[config.mk]
export PLATFORM = sky130hd
export DESIGN_NAME = scroll_ctrl
export DESIGN_NICKNAME = d
export VERILOG_FILES = /design/src/rtl/scroll_ctrl.sv
export SDC_FILE = /design/constraint.sdc
export NUM_CORES = 1
export LEC_CHECK = 0
export ABC_AREA = 0
export CORE_MARGIN = 2
export CORE_UTILIZATION = 50
export CTS_BUF_LIST = sky130_fd_sc_hd__clkbuf_4 sky130_fd_sc_hd__clkbuf_8
export CTS_CLUSTER_DIAMETER = 200
export DETAILED_ROUTE_END_ITERATION = 7
export GPL_ROUTABILITY_DRIVEN = 1
export PLACE_DENSITY = 0.68
export RECOVER_POWER = 100
export SYNTH_ARGS = -nofsm -noshare
export SYNTH_HDL_FRONTEND = slang
export SYNTH_SLANG_ARGS = --single-unit
[constraint.sdc]
create_clock -name clk -period 3.37 [get_ports clk]
set_clock_uncertainty 0.1 [all_clocks]
set_input_delay 1.011 -clock clk [delete_from_list [all_inputs] [get_ports clk]]
set_output_delay 1.011 -clock clk [all_outputs]
set_load 0.02 [all_outputs]
[src/rtl/scroll_ctrl.sv]
// Scrolls a two-character window across a stored message for a 2-digit 7-seg driver.
// Build option: define SCROLL_LOOP_EN for continuous (wrapping) scrolling instead of one-shot.
module scroll_ctrl #(
    parameter int unsigned DEPTH  = 16,
    parameter int unsigned STEP_W = 24
) (
    input  logic                     clk,
    input  logic                     rst,
    input  logic                     wr_en,
    input  logic [5:0]               wr_data,
    input  logic                     clr,
    input  logic                     start,
    input  logic                     stop,
    output logic [5:0]               data1,
    output logic [5:0]               data2,
    output logic [$clog2(DEPTH):0]   len,
    output logic                     full,
    output logic                     busy,
    output logic                     done
);

    localparam int unsigned PW = $clog2(DEPTH);
    localparam int unsigned LW = PW + 1;

    typedef enum logic [0:0] {
        StIdle,
        StScroll
    } state_e;

    state_e              state_q, state_d;
    logic [LW-1:0]       len_q, len_d;
    logic [PW-1:0]       pos_q, pos_d;
    logic [STEP_W-1:0]   div_q, div_d;
    logic [5:0]          data1_q, data1_d;
    logic [5:0]          data2_q, data2_d;
    logic                full_q, full_d;
    logic                busy_q, busy_d;
    logic                done_q, done_d;

    logic [5:0]          buf_q [DEPTH];
    logic                buf_we;
    logic [PW-1:0]       buf_waddr;

    logic                step;
    logic [LW-1:0]       pos_inc;

`ifdef SCROLL_LOOP_EN
    logic [PW-1:0]       nxt;
    logic [LW-1:0]       nxt_inc;
    logic [PW-1:0]       nxt2;

    // Window indices wrap modulo the message length, which need not be a power of 2.
    always_comb begin
        nxt     = (pos_inc == len_q) ? '0 : pos_inc[PW-1:0];
        nxt_inc = {1'b0, nxt} + LW'(1);
        nxt2    = (nxt_inc == len_q) ? '0 : nxt_inc[PW-1:0];
    end
`else
    logic [LW-1:0]       len_m2;
    logic [PW-1:0]       pos_p2;

    always_comb begin
        len_m2 = len_q - LW'(2);
        pos_p2 = pos_q + PW'(2);
    end
`endif

    always_comb begin
        step    = (div_q == {STEP_W{1'b1}});
        pos_inc = {1'b0, pos_q} + LW'(1);
    end

    always_comb begin
        state_d   = state_q;
        len_d     = len_q;
        pos_d     = pos_q;
        div_d     = '0;
        data1_d   = data1_q;
        data2_d   = data2_q;
        done_d    = 1'b0;
        buf_we    = 1'b0;
        buf_waddr = len_q[PW-1:0];

        if (clr) begin
            state_d = StIdle;
            len_d   = '0;
            pos_d   = '0;
            data1_d = '0;
            data2_d = '0;
        end else begin
            unique case (state_q)
                StIdle: begin
                    if (start && (len_q >= LW'(2))) begin
                        state_d = StScroll;
                        pos_d   = '0;
                        data1_d = buf_q[0];
                        data2_d = buf_q[1];
                    end else if (wr_en && !full_q) begin
                        buf_we = 1'b1;
                        len_d  = len_q + LW'(1);
                    end
                end
                StScroll: begin
                    if (stop) begin
                        state_d = StIdle;
                        pos_d   = '0;
                    end else begin
                        div_d = div_q + STEP_W'(1);
                        if (step) begin
`ifdef SCROLL_LOOP_EN
                            pos_d   = nxt;
                            data1_d = buf_q[nxt];
                            data2_d = buf_q[nxt2];
`else
                            if ({1'b0, pos_q} < len_m2) begin
                                pos_d   = pos_inc[PW-1:0];
                                data1_d = buf_q[pos_inc[PW-1:0]];
                                data2_d = buf_q[pos_p2];
                            end else begin
                                // Last window stays on the display after completion.
                                state_d = StIdle;
                                pos_d   = '0;
                                done_d  = 1'b1;
                            end
`endif
                        end
                    end
                end
                default: state_d = StIdle;
            endcase
        end

        full_d = (len_d == LW'(DEPTH));
        busy_d = (state_d == StScroll);
    end

    always_ff @(posedge clk or posedge rst) begin
        if (rst) begin
            state_q <= StIdle;
            len_q   <= '0;
            pos_q   <= '0;
            div_q   <= '0;
            data1_q <= '0;
            data2_q <= '0;
            full_q  <= 1'b0;
            busy_q  <= 1'b0;
            done_q  <= 1'b0;
        end else begin
            state_q <= state_d;
            len_q   <= len_d;
            pos_q   <= pos_d;
            div_q   <= div_d;
            data1_q <= data1_d;
            data2_q <= data2_d;
            full_q  <= full_d;
            busy_q  <= busy_d;
            done_q  <= done_d;
        end
    end

    // Message storage needs no reset; only entries below len are ever read.
    always_ff @(posedge clk) begin
        if (buf_we) begin
            buf_q[buf_waddr] <= wr_data;
        end
    end

    assign data1 = data1_q;
    assign data2 = data2_q;
    assign len   = len_q;
    assign full  = full_q;
    assign busy  = busy_q;
    assign done  = done_q;

endmodule

## Yosys cells after proc, flatten, opt, wreduce, memory -nomap -nowiden

Memories as Yosys holds them, arrays and structs flattened.
Index checks and enable logic that the tools add are counted.
Widths: inputs -> output; s select.

| word-level totals | value |
|---|---|
| memories | 1 |
| input port bits | 12 |
| output and inout port bits | 20 |
| register bits after elaboration | 48 |
| logic and storage cells | 71 |
| memory bits (writable) | 96 |

Memories:

| name | words | width | rd ports | clocked after Yosys merged registers in | write ports | line | RTL |
|---|---|---|---|---|---|---|---|
| buf_q | 16 | 6 | 4 | 0 | 1 | 40 | `logic [5:0] buf_q [DEPTH];` |

| operators by class | value |
|---|---|
| add/sub/neg operators | 5 |
| magnitude comparators | 2 |
| equal/unequal tests | 7 |
| bitwise gates (word level) | 1 |
| muxes and demuxes | 42 |
| reduce and logical (&&, ||, !) cells | 5 |

Operators with widths:

| cell | number |
|---|---|
| $mux 24 | 3 |
| $mux 6 | 10 |
| $add 24x1->24 const B | 1 |
| $eq 24x24->1 const B | 1 |
| $pmux 6 s2 | 2 |
| $mux 4 | 5 |
| $mux 5 | 4 |
| $mux 1 | 16 |
| $pmux 4 s2 | 1 |
| $ne 3x2->1 const B | 2 |
| $ne 3x3->1 const B | 2 |
| $add 5x1->5 const B | 1 |
| $eq 5x5->1 const B | 1 |
| $ge 5x2->1 const B | 1 |
| $lt 4x5->1 | 1 |
| $sub 5x2->5 const B | 1 |
| $add 4x1->4 const B | 1 |
| $add 4x2->4 const B | 1 |
| $ne 4x3->1 const B | 1 |
| $reduce_and 4->1 | 1 |
| $logic_and 1x1->1 | 2 |
| $pmux 1 s2 | 1 |
| $reduce_and 2->1 | 1 |
| $logic_not 1->1 | 1 |
| $not 1->1 | 1 |

## Longest topological paths before layout

| depth | value |
|---|---|
| depth in word-level cells | 8 |
| gate-level depth with buffers | 11 |

## Worst setup path after synthesis

No wires, ideal clock.

| timing path | value |
|---|---|
| path kind | register -> register |
| start | register len_q[2] (netlist: len[2]) |
| end | memory buf_q[3][0] (enable) |
| data required time | 2884 ps |
| cell stages (with the launch flop) | 8 |
| clock period less this slack | 3126 ps |
| library setup time | 386 ps |
| slack | 244 ps |
| arrival | 2640 ps |
| path through | dfrtp_1 -> clkbuf_1 -> inv_1 -> ha_1 -> or3b_4 -> a211oi_2 -> nand2b_1 -> nor4_1 |

| between the ends | value |
|---|---|
| word-level cells in the longest chain between the ends | 7 |

RTL lines:

| what | line | RTL |
|---|---|---|
| from (decl) | 31 | `logic [LW-1:0] len_q, len_d;` |
| from (signal assigned) | 150 | `len_q <= len_d;` |
| $ge 5x2->1 | 93 | `if (start && (len_q >= LW'(2))) begin` |
| $logic_and 1x1->1 | 93 |  |
| $mux 1 | 93 |  |
| $mux 1 | 91 | `unique case (state_q)` |
| $mux 1 | 84 | `if (clr) begin` |
| $mux 1 | 163 | `if (buf_we) begin` |
| $mux 1 (not written as such) | 164 | `buf_q[buf_waddr] <= wr_data;` |
| to (decl) | 40 |  |

Parallel ways exist; a longest one is shown, timed or not.

## Worst setup path in the final report

| timing path | value |
|---|---|
| start | input wr_en |
| end | memory buf_q[3][5] (enable) |

| between the ends | value |
|---|---|
| word-level cells in the longest chain between the ends | 7 |

RTL lines:

| what | line | RTL |
|---|---|---|
| from (decl) | 9 | `input logic wr_en,` |
| $logic_and 1x1->1 | 98 | `end else if (wr_en && !full_q) begin` |
| $mux 1 | 98 |  |
| $mux 1 | 93 |  |
| $mux 1 | 91 |  |
| $mux 1 | 84 |  |
| $mux 1 | 163 |  |
| $mux 1 (not written as such) | 164 |  |

No other way between the ends.

==> summary.md <==
| Metric | Value |
|---|---|
| Layout Area Growth over Synthesis | `13.43%` |
| FILL cells | `roughly 1100` |
| Setup WS post-layout | `around 240 ps` |
| Clk_lat worst skew | `about 460 ps` |
| Leading area contributor after synthesis | `edfxtp_1` |
| Critical path, cell by cell | `dlygate4sd3_1 > or3b_1 > a211oi_1 > nand2b_1 > clkbuf_1 > nor4_1 > clkbuf_1` |
| # diodes | `0` |
| Hold buffer count at CTS | `0` |
| TritonCTS clock tree | `yes` |
| Status | `finished with violations` |
| WL per Instance | `about 22 um` |
| Max-cap violation count | `1` |
| P per Cell Area | `about 450 nW/um2` |
| Max VDD drop | `0.3704 mV` |
| Placer Congestion | `between 0.8 and 0.9` |
| Top_reg_cell synth | `edfxtp_1` |
| Largest net degree at the start of global routing | `about 40` |
| DRC | `0` |
| Hold Crit Class | `reg -> reg` |
| Clock sinks | `~140` |
| Setup WS pre-CTS | `about 9.0 ps` |
| Yosys cell types | `between 40 and 50` |
| Syn Inst Count | `475` |
| Critical Path AT | `~3100 ps` |
| Worst slew pin tran | `approximately 1500 ps` |
| CP peak stage delay | `between 500 and 600 ps` |
| Clk pwr share | `between 30% and 40%` |
| Number of synthesized register bits | `between 100 and 150` |
| Hold Path Depth | `1` |
| Share of layout cells above drive strength 1 | `a little under 20%` |
| Critical Path RT | `between 3000 and 4000 ps` |
| Switching power | `a little under 900 uW` |
| Cell family with most CP delay | `buffers and inverters` |
| Die Height | `approximately 120 um` |
| Power Internal | `around 2700 uW` |
| Asr flop ratio synth | `33.33%` |
| # IOs | `32` |
| H-tree depth | `4` |
| Die width | `about 120 um` |
| First-pass DRT Iterations | `6` |
| Routed vias/inst | `approximately 6.2` |
| Leak | `0.002790 uW` |
| Register area share after synthesis | `between 50% and 60%` |
| Num CTS Buffers | `17` |
| Period utilization | `between 90% and 100%` |
| Setup Viol. Count Final | `0` |
| Buf/Inv on CP | `3` |
| Post-synth EDFFs | `96` |
| Worst slew margin | `-3.359%` |
| Port bufs | `31` |
| Syn Std Cell Area | `approximately 7000 um2` |
| Switching share of power | `between 20% and 30%` |
| Post-CTS Setup Inserts | `0` |
| Initial antenna violation count | `0` |
| Clock-pin slew on the worst setup and hold paths | `70 ps` |
| Warnings from Yosys | `0` |
| Max-slew violation count | `between 40 and 50` |
| F_max | `319.2 MHz` |
| CP Max Fanout | `6` |
| Post-route minimum period | `3133 ps` |
| CP max-delay cell | `dlygate4sd3_1` |
| Area occupied by multi-input gates | `approximately 2800 um2` |
| Maximum clock insertion buffer count | `2` |
| Sequential share of power | `around 54%` |
| RSZ-0062 raised after global routing | `false` |
| Crit-path most repeated cell | `clkbuf_1` |
| Initial Util | `between 50% and 60%` |
| Synth top area cells | `edfxtp_1 (41%), dfrtp_1 (17%), mux4_2 (15%)` |
| Critical path startpoint category | `input port` |
| Core ar. | `approximately 14000 um2` |
| Storage cell area | `between 4000 and 5000 um2` |
| Avg Cell Area, Syn | `14.86 um2` |
| Critical path depth in cells | `7` |
| Number of global-route vias before repair | `around 4400` |
| Dpl cell area | `between 7000 and 8000 um2` |
| CP Class | `in -> reg` |
| CTS root buf | `clkbuf_8` |
| Iteration-0 DRC Markers | `516` |
| Final WL | `between 15000 and 20000 um` |
| Combinational group share of total power | `under 10%` |
| Dpl hpwl | `about 11000 um` |
| Residual overflow from global routing | `0` |
| First-pass GRT wire length | `25010 um` |
| Total track usage | `between 20% and 30%` |
| Detailed-route via count | `~4500` |
| Worst r2r path cells | `9` |
| Antenna-violating nets left | `0` |
| Post-route cell area | `about 8000 um2` |
| Site row count | `43` |
| Final TNS setup | `0 ps` |
| Post-synth top area share | `between 40% and 50%` |
| Layout Nets | `between 500 and 600` |
| CP Capture Type | `flop` |
| Total die area | `between 15000 and 20000 um2` |
| Final-report hold violation count | `0` |
| Worst hold slack | `just under 400 ps` |
| Violated checks | `max-capacitance violations, max-slew violations` |
| Post-CTS sizing | `0` |
| Syn Nets | `between 400 and 500` |
Yosys cell counts (3+ instances only):
cell and n:
nand4_1 8, dfrtp_1 48, a21oi_1 5, nor3_1 13
a221o_1 12, nor2b_1 14, clkbuf_1 11, xnor2_1 14
a211oi_1 24, nand3_1 7, buf_2 9, buf_1 3
nor2_1 36, and3_1 7, buf_4 3, edfxtp_1 96
and2_1 11, ha_1 12, xor2_1 14, nand2_1 13
or3_1 5, o21ai_0 6, nor4_1 6, mux4_2 48
inv_1 10, mux2i_1 12, nor3b_1 3
flip-flops by register name, summed over array words and instances, names as in the netlist:
register / flops
buf_q: 96
busy: 1
data1: 6
data2: 6
div_q: 24
done: 1
full: 1
len: 5
pos_q: 4
stage by stage:
stage | power [uW] | utilization, % | cells
finish | 3590 | 57.91 | 714
global route | 3729 | 57.91 | 714
CTS | 3637 | 58.30 | 714
detailed placement | 2258 | 55.36 | 682
global placement | 2256 | 55.36 | 682
floorplan | 2118 | - | 475
power groups by stage:
stage	registers, uW	clock network [uW]	logic (uW)
after detailed placement	1990	0	273
after CTS	1950	1420	274
final	1950	1390	254
after global placement	1980	0	272
after floorplan	2000	0	119
after global routing	1950	1500	281
cell usage in the layout, fill, tap and decap left out, types with 6 or more instances in the layout:
cell           instances
edfxtp_1              96
mux4_2                48
dlygate4sd3_1         28
nand4_1                8
o21ai_0                6
nor2b_1               14
and2_0                 7
nor3_1                13
clkbuf_1               9
clkbuf_8              17
nor4_1                 6
nand3_1                7
a221o_1               12
buf_4                 13
mux2i_1               12
dfrtp_1               47
a211oi_1              25
and3_1                 7
ha_1                  12
xnor2_1               14
inv_6                  6
nand2_1               13
nor2_1                36
inv_1                 10
xor2_1                14
logic make-up (layout without fill, tap and decap cells):
family                   after synthesis  in the layout  share of synthesized area (%)
AO/OA/AOI/OAI                         56             56                          6.257
XOR/XNOR                              28             28                          3.474
adder cells (fa/ha/maj)               12             12                          2.127
buffers and inverters                 36             95                          2.233
flip-flops                           144            144                          57.85
multiplexers                          62             62                          17.33
AND/OR/NAND/NOR                      137            137                          10.72
cell type report:
class,instances,share of cell area [%]
inverters,10,0.4688
multi-input cells,295,35.11
clock buffers,17,2.922
flip-flops and latches,144,51.02
well taps,180,2.813
repair buffers,53,5.516
clock inverters,15,2.156
per-layer routing:
metal	GRT usage, %	wire, um
met1	32.04	6786
met2	34.63	7542
met3	5.716	1060
met4	8.333	340
met5	0	0
worst register-to-register path: stages, from the launching register on:
cell      delay, ps
dfrtp_1         380
inv_1           140
ha_1            200
xnor2_1          80
ha_1            290
o21a_1          110
nor2_1           60
or3_1           410
a311oi_2        840
a221o_1         280
final timing paths:
check | endpoint | slack [ps] | from
worst max-delay path | buf_q[3][5] | 240 | wr_en
worst min-delay path | div_q[0] | 390 | div_q[0]
worst max register to register | data1[1] | 410 | len[2]
worst min register to register | div_q[0] | 390 | div_q[0]
max in group asynchronous | data1[1] | 730 | rst
min in group asynchronous | div_q[7] | 1350 | rst
No activity file was read; power rests on OpenSTA's default activity.
